[src/rtl/robs_div.sv]
// Signed 2N/N restoring divider: N+2 edges per result, 1 edge for div-by-zero or early overflow.
// No backpressure: start is taken only in IDLE/DONE and ignored while busy; results hold in DONE.
module robs_div #(
    parameter int N = 8
) (
    input  logic           clk,
    input  logic           reset,
    input  logic           start,
    input  logic [2*N-1:0] dividend,
    input  logic [N-1:0]   divisor,
    output logic [N-1:0]   quotient,
    output logic [N-1:0]   remainder,
    output logic           done,
    output logic           div_by_zero,
    output logic           overflow
);

    localparam int CW = $clog2(N + 1);
    localparam logic [N:0] QMAX_POS = (N+1)'((2 ** (N - 1)) - 1);
    localparam logic [N:0] QMAX_NEG = (N+1)'(2 ** (N - 1));

    typedef enum logic [1:0] {S_IDLE, S_ITER, S_FIX, S_DONE} state_t;

    state_t        state_q, state_d;
    logic [N-1:0]  rem_q, rem_d;
    logic [N-1:0]  lo_q, lo_d;
    logic [N-1:0]  dsr_q, dsr_d;
    logic [CW-1:0] cnt_q, cnt_d;
    logic          qneg_q, qneg_d;
    logic          rneg_q, rneg_d;
    logic [N-1:0]  quo_q, quo_d;
    logic [N-1:0]  rmd_q, rmd_d;
    logic          done_q, done_d;
    logic          dz_q, dz_d;
    logic          ov_q, ov_d;

    // One extra bit so that the most negative dividend/divisor negate without loss.
    logic [2*N:0] dvd_ext, dvd_abs;
    logic [N:0]   dsr_ext, dsr_abs;
    logic [N:0]   trial, diff;
    logic         ge;
    logic         accept;

    assign dvd_ext = {dividend[2*N-1], dividend};
    assign dvd_abs = dividend[2*N-1] ? -dvd_ext : dvd_ext;
    assign dsr_ext = {divisor[N-1], divisor};
    assign dsr_abs = divisor[N-1] ? -dsr_ext : dsr_ext;

    assign trial  = {rem_q, lo_q[N-1]};
    assign diff   = trial - {1'b0, dsr_q};
    assign ge     = (trial >= {1'b0, dsr_q});
    assign accept = start && ((state_q == S_IDLE) || (state_q == S_DONE));

    always_comb begin
        state_d = state_q;
        rem_d   = rem_q;
        lo_d    = lo_q;
        dsr_d   = dsr_q;
        cnt_d   = cnt_q;
        qneg_d  = qneg_q;
        rneg_d  = rneg_q;
        quo_d   = quo_q;
        rmd_d   = rmd_q;
        done_d  = done_q;
        dz_d    = dz_q;
        ov_d    = ov_q;
        case (state_q)
            S_IDLE, S_DONE: begin
                if (accept) begin
                    qneg_d = dividend[2*N-1] ^ divisor[N-1];
                    rneg_d = dividend[2*N-1];
                    rem_d  = dvd_abs[2*N-1:N];
                    lo_d   = dvd_abs[N-1:0];
                    dsr_d  = dsr_abs[N-1:0];
                    cnt_d  = CW'(N);
                    done_d = 1'b0;
                    dz_d   = 1'b0;
                    ov_d   = 1'b0;
                    if (divisor == '0) begin
                        quo_d   = '0;
                        rmd_d   = dividend[N-1:0];
                        dz_d    = 1'b1;
                        done_d  = 1'b1;
                        state_d = S_DONE;
                    end else if (dvd_abs[2*N:N] >= dsr_abs) begin
                        quo_d   = '0;
                        rmd_d   = '0;
                        ov_d    = 1'b1;
                        done_d  = 1'b1;
                        state_d = S_DONE;
                    end else begin
                        state_d = S_ITER;
                    end
                end
            end
            S_ITER: begin
                rem_d = ge ? diff[N-1:0] : trial[N-1:0];
                lo_d  = {lo_q[N-2:0], ge};
                cnt_d = cnt_q - 1'b1;
                if (cnt_q == CW'(1)) begin
                    state_d = S_FIX;
                end
            end
            S_FIX: begin
                if ({1'b0, lo_q} > (qneg_q ? QMAX_NEG : QMAX_POS)) begin
                    quo_d = '0;
                    rmd_d = '0;
                    ov_d  = 1'b1;
                end else begin
                    quo_d = qneg_q ? -lo_q : lo_q;
                    rmd_d = rneg_q ? -rem_q : rem_q;
                end
                done_d  = 1'b1;
                state_d = S_DONE;
            end
            default: state_d = S_IDLE;
        endcase
    end

    always_ff @(posedge clk or posedge reset) begin
        if (reset) begin
            state_q <= S_IDLE;
            rem_q   <= '0;
            lo_q    <= '0;
            dsr_q   <= '0;
            cnt_q   <= '0;
            qneg_q  <= 1'b0;
            rneg_q  <= 1'b0;
            quo_q   <= '0;
            rmd_q   <= '0;
            done_q  <= 1'b0;
            dz_q    <= 1'b0;
            ov_q    <= 1'b0;
        end else begin
            state_q <= state_d;
            rem_q   <= rem_d;
            lo_q    <= lo_d;
            dsr_q   <= dsr_d;
            cnt_q   <= cnt_d;
            qneg_q  <= qneg_d;
            rneg_q  <= rneg_d;
            quo_q   <= quo_d;
            rmd_q   <= rmd_d;
            done_q  <= done_d;
            dz_q    <= dz_d;
            ov_q    <= ov_d;
        end
    end

    assign quotient    = quo_q;
    assign remainder   = rmd_q;
    assign done        = done_q;
    assign div_by_zero = dz_q;
    assign overflow    = ov_q;

endmodule

[config.mk]
export PLATFORM = sky130hd
export DESIGN_NAME = robs_div
export DESIGN_NICKNAME = d
export VERILOG_FILES = /design/src/rtl/robs_div.sv
export SDC_FILE = /design/constraint.sdc
export NUM_CORES = 1
export LEC_CHECK = 0
export CAP_MARGIN = 0
export CORE_ASPECT_RATIO = 1.1
export CORE_MARGIN = 1.5
export CORE_UTILIZATION = 50
export CTS_CLUSTER_SIZE = 25
export DETAILED_ROUTE_END_ITERATION = 8
export DONT_BUFFER_PORTS = 1
export GPL_TIMING_DRIVEN = 0
export SETUP_SLACK_MARGIN = 0.5
export SLEW_MARGIN = 20
export SYNTH_ARGS = -nofsm -noshare
export SYNTH_HDL_FRONTEND = slang
export SYNTH_SLANG_ARGS = --single-unit
[constraint.sdc]
create_clock -name clk -period 3.7 [get_ports clk]
set_input_delay 0.74 -clock clk [delete_from_list [all_inputs] [get_ports clk]]
set_output_delay 0.74 -clock clk [all_outputs]
set_load 0.005 [all_outputs]
==> flow_summary_export.csv <==
group,metric,value,unit
global_route,grt_overflow,0,
finish,num-nets-final,504,
synthesis,yosysTopAreaCell,"dfrtp_1",
finish,area_growth,6.837,%
setup_path,critical-path-max-stage-delay,0.36,ns
routing,post_drt_wl_per_cell,17.53,um
timing,rsz0062_at_grt,"no",
global_route,antenna_found_initial,0,
clocking,cts-hold-fix-buffers,0,
setup_path,crit_family,"compound AO/OA/AOI/OAI gates",
outcome,failed_checks,"design-rule violations",
synthesis,synthFlopType,"dfrtp_1",
global_route,grt_pass1_wl,15530,um
global_route,grt_max_degree,52,
timing,final-max-slew-violation-count,0,
clocking,insertion_delay,0.31,ns
synthesis,synth.top_cell.area_share,34.18,%
place,dp_hpwl,7271,um
routing,vias,3156,
clocking,cts_buffer_depth,2,
clocking,cts_tree,"built",
global_route,grt_pass1_vias,3143,
power_and_ir_drop,p_per_area,822.1,nW/um^2
global_route,grt_use_total,24.94,%
synthesis,netlist_area,3734,um^2
outcome,status,"finished with violations",
place,globalplace.congestion,0.8964,
finish,stdcell_count,528,
clocking,htree_levels,2,
synthesis,ys_ff_latch,51,
setup_path,end_kind,"flop",
routing,detail-route-antenna-nets,0,
routing,wl_met1,4317,um
floorplanning,fp.dieH,93.63,um
floorplanning,io_pins,46,
routing,drc,7,
finish,drive_above_1_share,6.998,%
setup_path,path_buf_inv,2,
synthesis,postSynthCellCount,433,
routing,route.met2.wl,4220,um
timing,finalCritPeriodShare,80.78,%
clocking,cts_buffers,5,
setup_path,critPathKind,"input pin to flop",
synthesis,yosysSeqAreaShare,34.18,%
synthesis,synthArstFlopShare,100.0,%
setup_path,cp.required,3.92,ns
timing,fmax,334.6,MHz
synthesis,yosys_warnings,0,
setup_path,cp_max_fo,10,
synthesis,syn-num-nets,495,
finish,final_cell_mix,"67 x nand2_1, 51 x dfrtp_1, 43 x o21ai_0, 34 x ha_1, 26 x inv_1",
setup_path,crit_slowest_cell,"nor4_4",
floorplanning,start_util,52.39,%
timing,period_needed,2.989,ns
setup_path,worstPathCellList,"nor4_4 -> nand2_1 -> o31ai_1 -> xor2_1 -> ha_1 -> nor2b_1 -> o21ai_1 -> a211oi_2 -> buf_4 -> a31o_4 -> buf_2 -> nand2_1 -> o31ai_1",
timing,tightest_slew,0.7376,ns
clocking,cts_sinks,51,
finish,fill_cells,694,
routing,viasPerCell,5.977,
timing,slew_headroom,50.83,%
floorplanning,die_area,7995,um^2
synthesis,yosys-top-cells-area,"dfrtp_1 34%, ha_1 11%, nand2_1 6.7%, o21ai_0 5.9%, xnor2_1 5.2%",
routing,drt_iter0_markers,180,
synthesis,syn_avg_cell_area,8.623,um^2
synthesis,synth_edf_count,0,
floorplanning,core,7127,um^2
power_and_ir_drop,p_leak,1.763,nW
place,portBuffers,0,
place,dp.cells,518,
floorplanning,dieWidth,85.39,um
finish,layout_commonest_cell,"nand2_1",
setup_path,worst_ep_arrival_time,3.21,ns
synthesis,ys_types,53,
routing,routed.top_layer,"met4",
floorplanning,row_count,32,
timing,setup-violations-final,0,
setup_path,crit_path_start,"dividend[4]",
clocking,clkTransAtPathRegs,0.09,ns
run,maxCapViolCount,0,
finish,final_area,3989,um^2
setup_path,r2r-start,"qneg_q",
setup_path,startpoint_type,"input pin",
clocking,cts-root-buf,"clkbuf_8",
worst_hold_path,hp-class,"input pin to asynchronous set/reset pin",
routing,met3_length,529,um
place,placed_area,3849,um^2
power_and_ir_drop,ir_drop,0.4277,mV
routing,drt_wl_total,9258,um
routing,drt_pass1_iterations,7,
finish,insertedDiodeCount,0,
timing,hold_viol_final,0,
timing,finalClockSkew,0.008195,ns
[Yosys cell counts, drive strengths merged (2+ instances only)]
master / number
mux2i: 9
o32a: 2
mux2: 4
a211oi: 2
o21ai: 44
inv: 27
o41ai: 2
xnor2: 22
nand4: 5
conb: 2
nor2b: 5
o21a: 2
a21oi: 19
and3: 2
o221ai: 2
a21o: 2
nor4: 6
xor2: 14
ha: 34
o22ai: 3
nand3: 3
a22oi: 13
clkbuf: 11
nor3: 2
o211ai: 3
buf: 3
nor2: 26
nand2: 67
nand2b: 5
or4: 2
dfrtp: 51
a21boi: 2
a31o: 2
o31ai: 17
or3: 5
[power by group]
group | switching (mW) | internal (mW)
Combinational | 1.07 | 0.811
Clock | 0.189 | 0.133
Sequential | 0.273 | 0.805
Total | 1.53 | 1.75
[registers in the layout (all words and copies together) (netlist names)]
register and count:
overflow 1, done 1, remainder 8, rem_q 8, cnt_q 4, dsr_q 8, div_by_zero 1, lo_q 8
qneg_q 1, quotient 8, rneg_q 1, state_q 2
[through the flow]
stage	setup TNS (ns)	hold WS, ns	setup WS (ns)	utilization [%]	total power, mW
after floorplan	0	0.4498	0.5743	-	2.491
after global placement	0	0.4658	0.02704	53.97	2.907
after detailed placement	-0.01405	0.4775	-0.007840	54.00	2.947
after CTS	0	0.4145	0.5106	55.28	3.277
after global routing	0	0.4188	0.4727	55.97	3.638
final	0	0.3844	0.7111	55.97	3.279
[cell type report]
class | instances | area [um^2] | area share (%)
inverters | 28 | 107.6 | 2.698
multi-input cells | 340 | 2333 | 58.50
clock inverters | 2 | 12.51 | 0.3137
clock buffers | 6 | 72.57 | 1.819
repair buffers | 2 | 15.01 | 0.3764
flip-flops and latches | 51 | 1276 | 31.99
plain buffers | 14 | 65.06 | 1.631
well taps | 85 | 106.4 | 2.666
[worst register-to-register path: stages (launching register included)]
cell and delay (ns):
dfrtp_1 0.48, clkbuf_1 0.30, inv_1 0.18, ha_1 0.32, and4_1 0.18, a21oi_1 0.13, nand3_1 0.12, a21oi_1 0.62
nor2_1 0.14, mux2_2 0.30
[worst paths after layout]
check	depth (start not counted)	slack [ns]	end
worst max-delay path	13	0.71	quotient[7]
worst min-delay path	1	0.38	remainder[3]
worst max register to register	9	0.82	overflow
worst min register to register	2	0.50	dsr_q[2]
max in group asynchronous	1	2.89	dsr_q[3]
min in group clk	2	0.50	dsr_q[2]
[routing by layer]
metal  track usage, %  up-vias
met5                0        -
met4            6.720        0
met3            5.031       14
met2            40.81       93
met1            33.65     1495
li1                 -     1554
[kinds of logic (layout without fill, tap and decap cells)]
kind of cell,Yosys count,count (layout),share of synthesized area (%)
mux,13,13,3.619
xor+xnor,36,36,8.445
buf+inv,42,52,4.491
other cells,2,2,0.2011
fa+ha+maj,35,35,11.93
compound gates,120,120,20.51
flops,51,51,34.18
simple gates,134,134,16.62
[repair_timing]
item | 4_1_cts | 5_1_grt
pin swaps | 0 | 1
setup endpoints to repair | 19 | 19
setup buffers | 0 | 2
gates resized for setup | 2 | 8
No activity file was read; power rests on OpenSTA's default activity.
